[src/rtl/bcd_bin_converter.sv]
// Iterative binary <-> packed-BCD converter: double dabble for bin->bcd and
// reverse double dabble for bcd->bin, one iteration per enabled clock edge.
module bcd_bin_converter #(
  parameter int W  = 16,
  parameter int ND = 5
) (
  input  logic            CLK,
  input  logic            RST_N,
  input  logic            CE,
  input  logic            START,
  input  logic            DIR,
  input  logic [W-1:0]    DIN,
  output logic            BUSY,
  output logic            DONE,
  output logic [4*ND-1:0] DOUT,
  output logic            ERR,
  output logic [1:0]      STATE
);

  localparam int DW = 4 * ND;
  localparam int WR = DW + W;
  localparam int NI = W / 4;
  localparam int CW = $clog2(W + 1);

  typedef enum logic [1:0] {
    S_IDLE  = 2'd0,
    S_SHIFT = 2'd1,
    S_FIN   = 2'd2
  } state_e;

  // Handshake: START is taken on a CE edge in IDLE or FIN; the result is valid
  // (DONE=1) for the whole FIN interval and DOUT/ERR hold until the next accept.
  state_e         state_q, state_d;
  logic [WR-1:0]  work_q, work_d;
  logic           dir_q, dir_d;
  logic [CW-1:0]  cnt_q, cnt_d;
  logic [DW-1:0]  dout_q, dout_d;
  logic           err_q, err_d;

  logic           accept;
  logic           din_bad;
  logic           last_iter;
  logic [WR-1:0]  step_dab;
  logic [WR-1:0]  step_rev;
  logic [WR-1:0]  step_next;

  assign accept    = CE && START && (state_q != S_SHIFT);
  assign last_iter = (cnt_q == CW'(1));

  always_comb begin
    din_bad = 1'b0;
    for (int i = 0; i < NI; i++) begin
      if (DIN[4*i +: 4] > 4'd9) din_bad = 1'b1;
    end
  end

  // bin->bcd iteration: correct every BCD nibble >=5, then shift left.
  always_comb begin
    step_dab = work_q;
    for (int i = 0; i < ND; i++) begin
      if (step_dab[W+4*i +: 4] >= 4'd5)
        step_dab[W+4*i +: 4] = step_dab[W+4*i +: 4] + 4'd3;
    end
    step_dab = step_dab << 1;
  end

  // bcd->bin iteration: shift right, then correct every BCD nibble >=8.
  always_comb begin
    step_rev = work_q >> 1;
    for (int i = 0; i < NI; i++) begin
      if (step_rev[W+4*i +: 4] >= 4'd8)
        step_rev[W+4*i +: 4] = step_rev[W+4*i +: 4] - 4'd3;
    end
  end

  assign step_next = dir_q ? step_rev : step_dab;

  always_ff @(posedge CLK) begin
    if (!RST_N) begin
      state_q <= S_IDLE;
      work_q  <= '0;
      dir_q   <= 1'b0;
      cnt_q   <= '0;
      dout_q  <= '0;
      err_q   <= 1'b0;
    end else begin
      state_q <= state_d;
      work_q  <= work_d;
      dir_q   <= dir_d;
      cnt_q   <= cnt_d;
      dout_q  <= dout_d;
      err_q   <= err_d;
    end
  end

  always_comb begin
    state_d = state_q;
    case (state_q)
      S_IDLE: begin
        if (accept) state_d = (DIR && din_bad) ? S_FIN : S_SHIFT;
      end
      S_SHIFT: begin
        if (CE && last_iter) state_d = S_FIN;
      end
      S_FIN: begin
        if (accept)  state_d = (DIR && din_bad) ? S_FIN : S_SHIFT;
        else if (CE) state_d = S_IDLE;
      end
      default: state_d = S_IDLE;
    endcase
  end

  // Datapath next-state: load on accept, iterate in SHIFT, otherwise hold.
  always_comb begin
    work_d = work_q;
    dir_d  = dir_q;
    cnt_d  = cnt_q;
    dout_d = dout_q;
    err_d  = err_q;
    if (accept) begin
      dir_d  = DIR;
      cnt_d  = CW'(W);
      err_d  = DIR && din_bad;
      dout_d = '0;
      work_d = DIR ? WR'({DIN, {W{1'b0}}}) : WR'(DIN);
    end else if (CE && (state_q == S_SHIFT)) begin
      work_d = step_next;
      cnt_d  = cnt_q - CW'(1);
      if (last_iter)
        dout_d = dir_q ? DW'(step_next[W-1:0]) : step_next[WR-1:W];
    end
  end

  always_comb begin
    BUSY  = (state_q == S_SHIFT);
    DONE  = (state_q == S_FIN);
    DOUT  = dout_q;
    ERR   = err_q;
    STATE = state_q;
  end

endmodule

[config.mk]
export PLATFORM = sky130hd
export DESIGN_NAME = bcd_bin_converter
export DESIGN_NICKNAME = d
export VERILOG_FILES = /design/src/rtl/bcd_bin_converter.sv
export SDC_FILE = /design/constraint.sdc
export NUM_CORES = 1
export LEC_CHECK = 0
export CAP_MARGIN = 20
export CELL_PAD_IN_SITES_DETAIL_PLACEMENT = 1
export CELL_PAD_IN_SITES_GLOBAL_PLACEMENT = 1
export CORE_ASPECT_RATIO = 1.75
export CORE_MARGIN = 5
export CORE_UTILIZATION = 35
export DETAILED_ROUTE_END_ITERATION = 7
export GPL_ROUTABILITY_DRIVEN = 0
export PLACE_DENSITY = 0.72
export SKIP_LAST_GASP = 1
export SYNTH_ARGS = -nofsm -noshare
export SYNTH_HDL_FRONTEND = slang
export SYNTH_SLANG_ARGS = --single-unit
[constraint.sdc]
create_clock -name CLK -period 2.1 [get_ports CLK]
set_input_delay 0.315 -clock CLK [delete_from_list [all_inputs] [get_ports CLK]]
set_output_delay 0.315 -clock CLK [all_outputs]
set_load 0.05 [all_outputs]
==> metrics.yaml <==
cp_max_fo: 8
seqCellArea_mm2: 0.00130
path_cells: "clkdlybuf4s50_1"
synthXorXnorAreaFrac_pct: 1.67
worstHoldPathCells: 2
grt_max_degree: 35
p_clk_share_pct: 45.9
port_buffers: 45
avgSynthCellArea_um2: 8.49
power_mw: 3.55
top_usage_layer: "met2"
finalNetCount: 599
cap_viol_max_count: 0
cp_num_buf_inv: 1
skew_ns: 0.00502
critPathCaptureType: "output pin"
wl_mm: 15.4
path_clk_slew_ns: 0.06
cts_buffers: 9
multiInputGateArea_mm2: 0.00251
required_ns: 1.78
hold_ws_ns: 0.453
synth_seq_cells: 65
drive_gt1_share_pct: 15.4
worstRegToRegCells: 6
synthCells: 493
clock-sinks: 65
grt_util_met1_pct: 22.3
slew_headroom_pct: 62.4
cts_tree: "built"
finalCritPeriodShare_pct: 94.0
clk_latency_ns: 0.34
die_h_um: 155
grtUsageTotal_pct: 21.5
cpMaxStageDelayCell: "clkdlybuf4s50_1"
clock_path_buffers: 2
p_leak_nw: 1.96
p_seq_share_pct: 37.4
drv_slew: 0
min_path_type: "register to register"
dieArea_mm2: 0.0143
drt_iter0_markers: 215
synthTopCellsByArea: "dfxtp_1, ha_1, nor2_1"
synthMuxAreaShare_pct: 4.27
std_cell_rows: 53
path_delay_family: "buffers and inverters"
power_density_mw_per_mm2: 682
synth.distinct_cells: 72
yosys.area_share.adder_pct: 7.17
hold_viol: 0
rsz0062_at_grt: "no"
cp_num_cells: 1
synthFlopType: "dfxtp_1"
p_int_mw: 2.55
yosys.area.top_type: "dfxtp_1"
ir_drop_mv: 0.396
avgViaCountPerCell: 6.09
seq_area_frac_synth_pct: 31.1
antenna_found_initial: 0
p_sw_mw: 1.00
power_frac_comb_pct: 16.8
vias: 4242
synth_top_family_by_area: "compound AO/OA/AOI/OAI gates"
use_met3_pct: 3.16
grt_first_pass_wirelength_mm: 23.7
synth_nets: 538
place_area_mm2: 0.00489
async_flop_share_pct: 0
critPathKind: "register to output pin"
max_freq_mhz: 507
synth_edf_count: 0
first_pass_iters: 5
postRouteAntennaNets: 0
yosys.area_share.simple_pct: 19.5
switching_share_pct: 28.3
hpwl_mm: 11.6
worst_slew_pin_slew_ns: 0.564
core_mm2: 0.0119
period_minus_slack_ns: 1.97
synth-compound-area-share_pct: 27.2
wl_per_cell_um: 22.2
ios: 46
cts-root-buf: "clkbuf_16"
synth_most_common_cell: "dfxtp_1"
status: "finished clean"
synth_top_area_share_pct: 31.1
ys_warn_count: 0
ctsResizeCount: 0
fp.dieW_um: 92.7
use_met2_pct: 39.9
fillers: 1400
h-tree-depth: 3
start_kind: "register"
area_growth_pct: 24.4
setup_violations: 0
critPathMaxStageDelay_ns: 0.86
crit_arrival_ns: 1.66
postCtsSetupBuffers: 0
start_util_pct: 35.3
antenna_cells: 0
yosys-top-cells-count: "dfxtp_1, nor2_1, nand2_1, a21oi_1, o21ai_0"
final.setup.tns_ns: 0
synth_area_mm2: 0.00419
final_area_mm2: 0.00521
grt_overflow_total: 0
hold_buffers: 0
drcViolationCount: 0
grt_pass1_vias: 4397
## power by group through the flow
stage	Clock [mW]	Combinational [mW]	Sequential, mW
floorplan	0	0.350	1.34
global placement	0	0.571	1.35
detailed placement	0	0.587	1.35
CTS	1.65	0.593	1.33
global route	1.71	0.634	1.33
finish	1.63	0.595	1.33
## flip-flops by register name, indices dropped and copies added (netlist names)
name,cells
work_q,36
ERR,1
cnt_q,5
STATE,2
DOUT,20
dir_q,1
## cell type report
type                            instances  area share, %
Sequential cell                        65           25.0
Clock inverter                          7           1.82
Clock buffer                            9           4.32
Timing Repair Buffer                   85           15.3
Inverter                               29           2.18
Tap cell                              137           3.29
Multi-Input combinational cell        364           48.1
## logic make-up after synthesis
kind of cell | Yosys count
adder cells (fa/ha/maj) | 24
flip-flops | 65
AO/OA/AOI/OAI | 157
buffers and inverters | 64
AND/OR/NAND/NOR | 158
multiplexers | 17
XOR/XNOR | 8
## per-stage QoR
step,instances,setup slack [ns],util [%]
6_report,696,0.126,43.9
5_1_grt,696,0.0307,43.9
3_5_place_dp,680,0.0947,41.2
2_1_floorplan,493,0.195,-
4_1_cts,696,0.115,43.9
3_3_place_gp,680,0.126,41.2
## layout by cell type (no fill, tap or decap), types with 4 or more instances in the layout
cell type	n
dfxtp_1	64
a32o_1	5
a22o_1	7
a211oi_1	6
nand2_1	40
a31oi_1	10
mux2_2	7
a21oi_1	32
xnor2_1	5
buf_12	4
o2bb2ai_1	4
a21o_1	4
nand2b_1	11
o21ai_0	29
ha_1	24
a222oi_1	15
a311oi_1	11
buf_4	38
nor2b_1	5
nor2_1	53
clkbuf_16	9
nand3_1	15
mux2i_1	10
clkdlybuf4s50_1	43
inv_1	24
a22oi_1	4
## metal layers
layer / up-vias / part of all wire (%)
li1: 1944 / -
met1: 2120 / 37
met2: 129 / 53
met3: 49 / 3.5
met4: 0 / 6.5
met5: - / 0
## final timing paths
check              from          to  slack, ns
max            STATE[0]    STATE[0]       0.13
max reg2reg  work_q[20]  work_q[24]       0.13
min reg2reg     DOUT[3]     DOUT[3]       0.45
min             DOUT[3]     DOUT[3]       0.45
(Power assumes the default switching activity.)
